==> src/rtl/sprite_pkg.sv <==
// Shared constants, FSM state type and small arithmetic helpers for the
// sprite line renderer.
//   SPRITE_W    : sprite width/height in pixels (32)
//   IDX_W       : bits needed to index one sprite row/column (5)
//   COORD_W     : screen coordinate width (10)
//   PIX_W       : RGB333 pixel width (9)
//   TRANSPARENT : sprite colour treated as see-through
//   BG_COLOUR   : colour of active pixels not covered by any sprite
package sprite_pkg;

    localparam int SPRITE_W = 32;
    localparam int IDX_W    = 5;
    localparam int COORD_W  = 10;
    localparam int PIX_W    = 9;

    localparam logic [PIX_W-1:0] TRANSPARENT = 9'b111000111;
    localparam logic [PIX_W-1:0] BG_COLOUR   = 9'b000010000;

    localparam logic [IDX_W-1:0] IDX_LAST = IDX_W'(SPRITE_W - 1);

    typedef enum logic [1:0] {
        IDLE       = 2'd0,
        FETCH_FROG = 2'd1,
        FETCH_CAR  = 2'd2,
        DRAIN      = 2'd3
    } state_t;

    // Unsigned difference a - b in COORD_W+1 bits; bit COORD_W acts as sign.
    function automatic logic [COORD_W:0] coord_offset(input logic [COORD_W-1:0] a,
                                                      input logic [COORD_W-1:0] b);
        return {1'b0, a} - {1'b0, b};
    endfunction

    // True when 0 <= d < SPRITE_W (d is a signed coord_offset result).
    function automatic logic in_sprite(input logic [COORD_W:0] d);
        return (d[COORD_W:IDX_W] == '0);
    endfunction

endpackage

==> src/rtl/sprite_line_buffer.sv <==
// One sprite row held in registers: SPRITE_W entries of PIX_W bits.
//   i_Clk   : clock
//   i_we    : write enable
//   i_waddr : write index
//   i_wdata : write data
//   i_raddr : read index (asynchronous read)
//   o_rdata : read data
// Contents are not reset; they are only meaningful after a fetch.
module sprite_line_buffer
    import sprite_pkg::*;
(
    input  logic             i_Clk,
    input  logic             i_we,
    input  logic [IDX_W-1:0] i_waddr,
    input  logic [PIX_W-1:0] i_wdata,
    input  logic [IDX_W-1:0] i_raddr,
    output logic [PIX_W-1:0] o_rdata
);

    logic [PIX_W-1:0] mem_q [SPRITE_W];
    logic [PIX_W-1:0] mem_d [SPRITE_W];

    always_comb begin
        mem_d = mem_q;
        if (i_we) begin
            mem_d[i_waddr] = i_wdata;
        end
    end

    always_ff @(posedge i_Clk) begin
        mem_q <= mem_d;
    end

    assign o_rdata = mem_q[i_raddr];

endmodule

==> src/rtl/sprite_line_renderer.sv <==
// Fetches the frog and car sprite rows needed for the next scan line during
// horizontal blanking, then composites frog over car over background during
// active video, one registered RGB333 pixel per clock.
//   i_Clk, i_Rst          : clock, synchronous active-high reset
//   i_line_start          : hblank start pulse; latches row/positions, starts fetch
//   i_next_row            : screen row shown after this blank
//   i_frog_x/y, i_car_x/y : sprite top-left positions
//   i_active, i_col       : display enable and current column
//   o_read_en/addr        : sprite memory read port (data back one cycle later)
//   o_mem_select          : 0 = frog bank, 1 = car bank
//   i_read_data           : sprite memory read data
//   o_pixel               : composited pixel (one cycle after i_col)
//   o_busy                : fetch in progress
//
// state      | meaning
// IDLE       | no fetch; line buffers hold the current line
// FETCH_FROG | 32 reads of the frog row from the frog bank
// FETCH_CAR  | 32 reads of the car row from the car bank
// DRAIN      | last read's data returns and is written
module sprite_line_renderer
    import sprite_pkg::*;
(
    input  logic               i_Clk,
    input  logic               i_Rst,
    input  logic               i_line_start,
    input  logic [COORD_W-1:0] i_next_row,
    input  logic [COORD_W-1:0] i_frog_x,
    input  logic [COORD_W-1:0] i_frog_y,
    input  logic [COORD_W-1:0] i_car_x,
    input  logic [COORD_W-1:0] i_car_y,
    input  logic               i_active,
    input  logic [COORD_W-1:0] i_col,
    output logic               o_read_en,
    output logic [COORD_W-1:0] o_read_addr,
    output logic               o_mem_select,
    input  logic [PIX_W-1:0]   i_read_data,
    output logic [PIX_W-1:0]   o_pixel,
    output logic               o_busy
);

    state_t             state_q,    state_d;
    logic [IDX_W-1:0]   idx_q,      idx_d;
    logic [IDX_W-1:0]   frog_dy_q,  frog_dy_d;
    logic [IDX_W-1:0]   car_dy_q,   car_dy_d;
    logic               frog_hit_q, frog_hit_d;
    logic               car_hit_q,  car_hit_d;
    logic [COORD_W-1:0] frog_x_q,   frog_x_d;
    logic [COORD_W-1:0] car_x_q,    car_x_d;
    logic               ret_valid_q, ret_valid_d;
    logic               ret_bank_q,  ret_bank_d;
    logic [IDX_W-1:0]   ret_idx_q,   ret_idx_d;
    logic [PIX_W-1:0]   pixel_q,     pixel_d;

    logic [COORD_W:0]   frog_dy_new;
    logic [COORD_W:0]   car_dy_new;
    logic               frog_hit_new;
    logic               car_hit_new;
    logic               fetching;
    logic               read_en;
    logic               wr_en;

    logic [COORD_W:0]   frog_off;
    logic [COORD_W:0]   car_off;
    logic               frog_cov;
    logic               car_cov;
    logic [PIX_W-1:0]   frog_pix;
    logic [PIX_W-1:0]   car_pix;

    // Line-hit decision on the freshly presented inputs.
    assign frog_dy_new  = coord_offset(i_next_row, i_frog_y);
    assign car_dy_new   = coord_offset(i_next_row, i_car_y);
    assign frog_hit_new = in_sprite(frog_dy_new);
    assign car_hit_new  = in_sprite(car_dy_new);

    // A new line start aborts the current fetch, so no read is issued in
    // that cycle; its return would be thrown away anyway.
    assign fetching = (state_q == FETCH_FROG) || (state_q == FETCH_CAR);
    assign read_en  = fetching && !i_line_start;

    assign o_read_en    = read_en;
    assign o_mem_select = read_en && (state_q == FETCH_CAR);
    assign o_read_addr  = !read_en ? '0 :
                          (state_q == FETCH_CAR) ? {car_dy_q, idx_q} : {frog_dy_q, idx_q};
    assign o_busy       = (state_q != IDLE);
    assign o_pixel      = pixel_q;

    always_comb begin
        state_d    = state_q;
        idx_d      = idx_q;
        frog_dy_d  = frog_dy_q;
        car_dy_d   = car_dy_q;
        frog_hit_d = frog_hit_q;
        car_hit_d  = car_hit_q;
        frog_x_d   = frog_x_q;
        car_x_d    = car_x_q;

        if (i_line_start) begin
            frog_dy_d  = frog_dy_new[IDX_W-1:0];
            car_dy_d   = car_dy_new[IDX_W-1:0];
            frog_hit_d = frog_hit_new;
            car_hit_d  = car_hit_new;
            frog_x_d   = i_frog_x;
            car_x_d    = i_car_x;
            idx_d      = '0;
            if (frog_hit_new) begin
                state_d = FETCH_FROG;
            end else if (car_hit_new) begin
                state_d = FETCH_CAR;
            end else begin
                state_d = IDLE;
            end
        end else begin
            unique case (state_q)
                FETCH_FROG: begin
                    // idx wraps to 0, so FETCH_CAR starts with no bubble.
                    idx_d = idx_q + 1'b1;
                    if (idx_q == IDX_LAST) begin
                        state_d = car_hit_q ? FETCH_CAR : DRAIN;
                    end
                end
                FETCH_CAR: begin
                    idx_d = idx_q + 1'b1;
                    if (idx_q == IDX_LAST) begin
                        state_d = DRAIN;
                    end
                end
                DRAIN:   state_d = IDLE;
                default: state_d = IDLE;
            endcase
        end
    end

    // Return pipe: tags each read so its data lands in the right buffer slot.
    always_comb begin
        ret_valid_d = read_en;
        ret_bank_d  = (state_q == FETCH_CAR);
        ret_idx_d   = idx_q;
    end

    assign wr_en = ret_valid_q && !i_line_start;

    sprite_line_buffer u_frog_line (
        .i_Clk   (i_Clk),
        .i_we    (wr_en && !ret_bank_q),
        .i_waddr (ret_idx_q),
        .i_wdata (i_read_data),
        .i_raddr (frog_off[IDX_W-1:0]),
        .o_rdata (frog_pix)
    );

    sprite_line_buffer u_car_line (
        .i_Clk   (i_Clk),
        .i_we    (wr_en && ret_bank_q),
        .i_waddr (ret_idx_q),
        .i_wdata (i_read_data),
        .i_raddr (car_off[IDX_W-1:0]),
        .o_rdata (car_pix)
    );

    // Compositor: frog over car over background.
    assign frog_off = coord_offset(i_col, frog_x_q);
    assign car_off  = coord_offset(i_col, car_x_q);
    assign frog_cov = frog_hit_q && in_sprite(frog_off);
    assign car_cov  = car_hit_q && in_sprite(car_off);

    always_comb begin
        pixel_d = '0;
        if (i_active) begin
            if (frog_cov && (frog_pix != TRANSPARENT)) begin
                pixel_d = frog_pix;
            end else if (car_cov && (car_pix != TRANSPARENT)) begin
                pixel_d = car_pix;
            end else begin
                pixel_d = BG_COLOUR;
            end
        end
    end

    always_ff @(posedge i_Clk) begin
        if (i_Rst) begin
            state_q     <= IDLE;
            idx_q       <= '0;
            frog_dy_q   <= '0;
            car_dy_q    <= '0;
            frog_hit_q  <= 1'b0;
            car_hit_q   <= 1'b0;
            frog_x_q    <= '0;
            car_x_q     <= '0;
            ret_valid_q <= 1'b0;
            ret_bank_q  <= 1'b0;
            ret_idx_q   <= '0;
            pixel_q     <= '0;
        end else begin
            state_q     <= state_d;
            idx_q       <= idx_d;
            frog_dy_q   <= frog_dy_d;
            car_dy_q    <= car_dy_d;
            frog_hit_q  <= frog_hit_d;
            car_hit_q   <= car_hit_d;
            frog_x_q    <= frog_x_d;
            car_x_q     <= car_x_d;
            ret_valid_q <= ret_valid_d;
            ret_bank_q  <= ret_bank_d;
            ret_idx_q   <= ret_idx_d;
            pixel_q     <= pixel_d;
        end
    end

endmodule

==> config.mk <==
export PLATFORM = sky130hd
export DESIGN_NAME = sprite_line_renderer
export DESIGN_NICKNAME = d
export VERILOG_FILES = /design/src/rtl/sprite_pkg.sv /design/src/rtl/sprite_line_buffer.sv /design/src/rtl/sprite_line_renderer.sv
export SDC_FILE = /design/constraint.sdc
export NUM_CORES = 1
export LEC_CHECK = 0
export BUFFER_PORTS_ARGS = -buffer_cell sky130_fd_sc_hd__buf_2
export CORE_MARGIN = 2
export CORE_UTILIZATION = 55
export DETAILED_ROUTE_END_ITERATION = 10
export PLACE_DENSITY = 0.72
export SYNTH_ARGS = -nofsm -noshare
export SYNTH_HDL_FRONTEND = slang
export SYNTH_SLANG_ARGS = --single-unit
==> constraint.sdc <==
create_clock -name i_Clk -period 5.98 [get_ports i_Clk]
set_clock_uncertainty 0.2 [all_clocks]
set_input_delay 1.794 -clock i_Clk [delete_from_list [all_inputs] [get_ports i_Clk]]
set_output_delay 1.794 -clock i_Clk [all_outputs]
set_load 0.02 [all_outputs]
==> impl_summary.log <==
[metrics] Die H: 223.1 um
[metrics] average wire length per cell after detail routing: 25.45 um
[metrics] total number of nets in the final design: 1711
[metrics] highest clock rate: 193.7 MHz
[metrics] remaining max-slew budget at the tightest pin: 17.04%
[metrics] total of warnings raised by yosys: 0
[metrics] cell-by-cell listing of the critical path: buf_2, inv_1, ha_4, inv_1, fa_4, buf_4, mux4_2, mux2i_1, mux2_2, nand4b_1, mux2_2, o21a_1, o41ai_2
[metrics] number of buffers inserted during clock tree synthesis: 61
[metrics] post-cts resize count: 0
[metrics] routed vias/inst: 6.116
[metrics] core footprint: 47550 um^2
[metrics] Congestion Overflow GR: 0
[metrics] initial core utilization: 55.52%
[metrics] Main synth FF type: edfxtp_1
[metrics] detailed-placement wirelength estimate: 35830 um
[metrics] number of global-route vias before repair: 14140
[metrics] die outline area: 49770 um^2
[metrics] count of final max-slew check failures: 0
[metrics] kind of cell adding the most delay to the critical path: multiplexers
[metrics] hold slack: 0.2811 ns
[metrics] fraction of registers with async set or reset after synthesis: 0%
[metrics] number of levels in the clock H-tree: 2
[metrics] IR drop worst, VDD: 0.0002287 V
[metrics] Routed Antenna Nets: 0
[metrics] diodes inserted: 0
[metrics] Max Cap Viol: 0
[metrics] number of unique standard cell types used by synthesis: 59
[metrics] number of design-rule violations left by the first detailed-router iteration: 1444
[metrics] post-synth net total: 1575
[metrics] Clock Sink Count: 631
[metrics] std cell rows: 80
[metrics] Total Neg Setup Slack: 0 ns
[metrics] unrepaired setup endpoints after global routing: no
[metrics] fill cell count: 3225
[metrics] critical path capture point type: flip-flop
[metrics] DRC violation count after routing: 0
[metrics] class of the tightest hold or removal check: flip-flop to flip-flop
[metrics] count of buffer and inverter cells on the critical path: 4
[metrics] number of enable-type register cells in the synthesized netlist: 576
[metrics] number of antenna violations at the first check in global routing: 2
[metrics] global-route wire length before repair: 87130 um
[metrics] clock slew seen by the registers of the worst setup and hold paths: 0.06 ns
[metrics] routability cong.: 0.8227
[metrics] critical path's slowest cell: fa_4
[metrics] critical path data arrival time: 5.49 ns
[metrics] Tightest Pin Transition: 1.244 ns
[metrics] portion of the post-synthesis area used by sequential elements: 69.69%
[metrics] Clock Root Buffer: clkbuf_16
[metrics] total detailed-routing wirelength: 57340 um
[metrics] source-to-sink clock delay at the later pin of the worst-skew pair: 0.63 ns
[metrics] Worst path max stage delay: 0.96 ns
[metrics] count of port buffers added during placement: 94
[metrics] share of final-layout standard cells stronger than drive strength 1: 25.76%
[metrics] CTS Buffer Depth: 3
[metrics] I/O pins: 95
[metrics] netlist area before placement: 26400 um^2
[metrics] flop and latch count out of synthesis: 631
[metrics] area growth from synthesis to final layout: 13.11%
[metrics] Worst Path Class, Setup: primary input to flip-flop
[metrics] Crit Path Max Fanout: 16
[metrics] P per Cell Area: 334.7 nW/um^2
[metrics] final number of hold-violating endpoints: 0
[metrics] number of cells produced by synthesis: 1453
[metrics] Tcrit/Tclk final: 86.33%
[metrics] final critical delay including setup and external delays: 5.163 ns
[metrics] routed vias: 13780
[metrics] Total GRT Usage: 23.65%
[metrics] type of element launching the critical path: primary input
[metrics] TritonCTS clock tree: yes
[metrics] hold bufs inserted after CTS: 0
[metrics] largest net degree at the start of global routing: 65
[metrics] horizontal die dimension: 223.1 um
[metrics] status: finished, final reports clean
[metrics] data required time at the worst endpoint: 6.30 ns
[metrics] synthesized area divided by synthesized cell count: 18.17 um^2
[metrics] Pre-antenna DRT Iters: 5
[metrics] number of setup buffers added after CTS: 0
[metrics] leakage dissipation: 10.10 nW
[metrics] final number of setup-violating endpoints: 0
area by class of cell:
class,instances,area (um^2),share of cell area (%)
sequential,631,18400,61.61
multi-input combinational,700,7541,25.25
clock buffer,76,1625,5.443
timing repair buffer,132,843.3,2.824
tap,615,769.5,2.577
clock inverter,36,446.7,1.496
inverter,63,236.5,0.7920
per-layer routing:
| layer | track usage (%) | wire [um] |
|---|---|---|
| met5 | 0 | 0 |
| met4 | 7.707 | 1473 |
| met3 | 4.083 | 4227 |
| met2 | 36.98 | 27020 |
| met1 | 34.40 | 24620 |
tightest hold or removal path: cells and delay by family (launching register included):
kind	cells	cell delay, ns
flops	1	0.31
simple gates	1	0.08
compound gates	1	0.05
registers in the layout, summed over array words and instances, names as in the netlist:
| signal | flops |
|---|---|
| u_car_line.mem_q | 288 |
| u_frog_line.mem_q | 288 |
| car_x_q | 10 |
| frog_x_q | 10 |
| o_pixel | 9 |
| car_dy_q | 5 |
| frog_dy_q | 5 |
| idx_q | 5 |
| ret_idx_q | 5 |
| state_q | 2 |
| car_hit_q | 1 |
| frog_hit_q | 1 |
| ret_bank_q | 1 |
| ret_valid_q | 1 |
final timing paths:
check	slack (ns)	cells after the start	from	endpoint
min	0.28	2	frog_dy_q[1]	frog_dy_q[1]
max	0.82	13	i_col[0]	o_pixel[8]
min reg2reg	0.28	2	frog_dy_q[1]	frog_dy_q[1]
max reg2reg	1.90	11	frog_x_q[0]	o_pixel[8]
cell families after synthesis:
logic type      synth area share (%)
compound gates                 2.645
flops                          69.69
xor+xnor                      0.6304
simple gates                   4.635
buf+inv                        1.995
mux                            17.97
fa+ha+maj                      2.436
per-stage QoR:
stage	worst slack [ns]	power [mW]	util, %	area, um^2	instances
2_1_floorplan	0.9529	5.727	-	26400	1453
3_3_place_gp	0.2867	6.092	58.44	27790	2141
3_5_place_dp	0.2281	6.113	58.44	27790	2141
4_1_cts	0.8860	10.05	62.80	29860	2253
5_1_grt	0.6759	10.28	62.80	29860	2253
6_report	0.8175	9.995	62.80	29860	2253
where the power goes:
part / total (mW) / internal (mW) / switching [mW]
Combinational: 1.19 / 0.548 / 0.647
Sequential: 4.83 / 4.82 / 0.00841
Clock: 3.97 / 2.35 / 1.61
Total: 9.99 / 7.72 / 2.27
layout by cell type (no fill, tap or decap), drive strengths merged, types with 3 or more instances in the layout:
master | netlist | layout
o31ai | 4 | 4
nor4 | 10 | 10
xnor2 | 9 | 9
nor3 | 13 | 13
buf | 31 | 132
nand3b | 4 | 4
clkbuf | 28 | 76
a211oi | 9 | 9
mux2 | 19 | 19
xor2 | 7 | 7
nor2b | 16 | 16
o21ai | 25 | 25
o21a | 11 | 11
a31o | 3 | 3
nor2 | 146 | 146
and2 | 6 | 6
nand2 | 28 | 28
nand3 | 9 | 9
a21o | 5 | 5
a21oi | 17 | 17
inv | 62 | 65
clkinvlp | 0 | 3
nand2b | 11 | 11
clkinv | 1 | 21
ha | 45 | 45
o32ai | 6 | 6
edfxtp | 576 | 576
a21boi | 9 | 9
dfxtp | 55 | 55
bufinv | 0 | 10
mux2i | 88 | 88
o2111ai | 3 | 3
nand4 | 3 | 3
nor4b | 4 | 4
fa | 4 | 4
mux4 | 162 | 162
cells in the mapped netlist (6+ instances only):
library cell,count,share of area (%)
edfxtp_1,576,66
mux4_2,162,14
nor2_1,145,2.1
mux2i_1,88,3.3
inv_1,62,0.88
dfxtp_1,55,4.2
ha_1,45,2.1
clkbuf_1,28,0.40
nand2_1,27,0.38
o21ai_0,23,0.44
mux2_2,19,0.81
a21oi_1,17,0.32
buf_2,16,0.30
nor2b_1,16,0.38
nor3_1,13,0.25
nand2b_1,11,0.26
o21a_1,11,0.31
nor4_1,10,0.24
a211oi_1,9,0.26
a21boi_0,9,0.26
buf_4,9,0.26
nand3_1,9,0.17
xnor2_1,8,0.27
and2_1,6,0.14
o32ai_1,6,0.20
xor2_1,6,0.20
(Power assumes the default switching activity.)
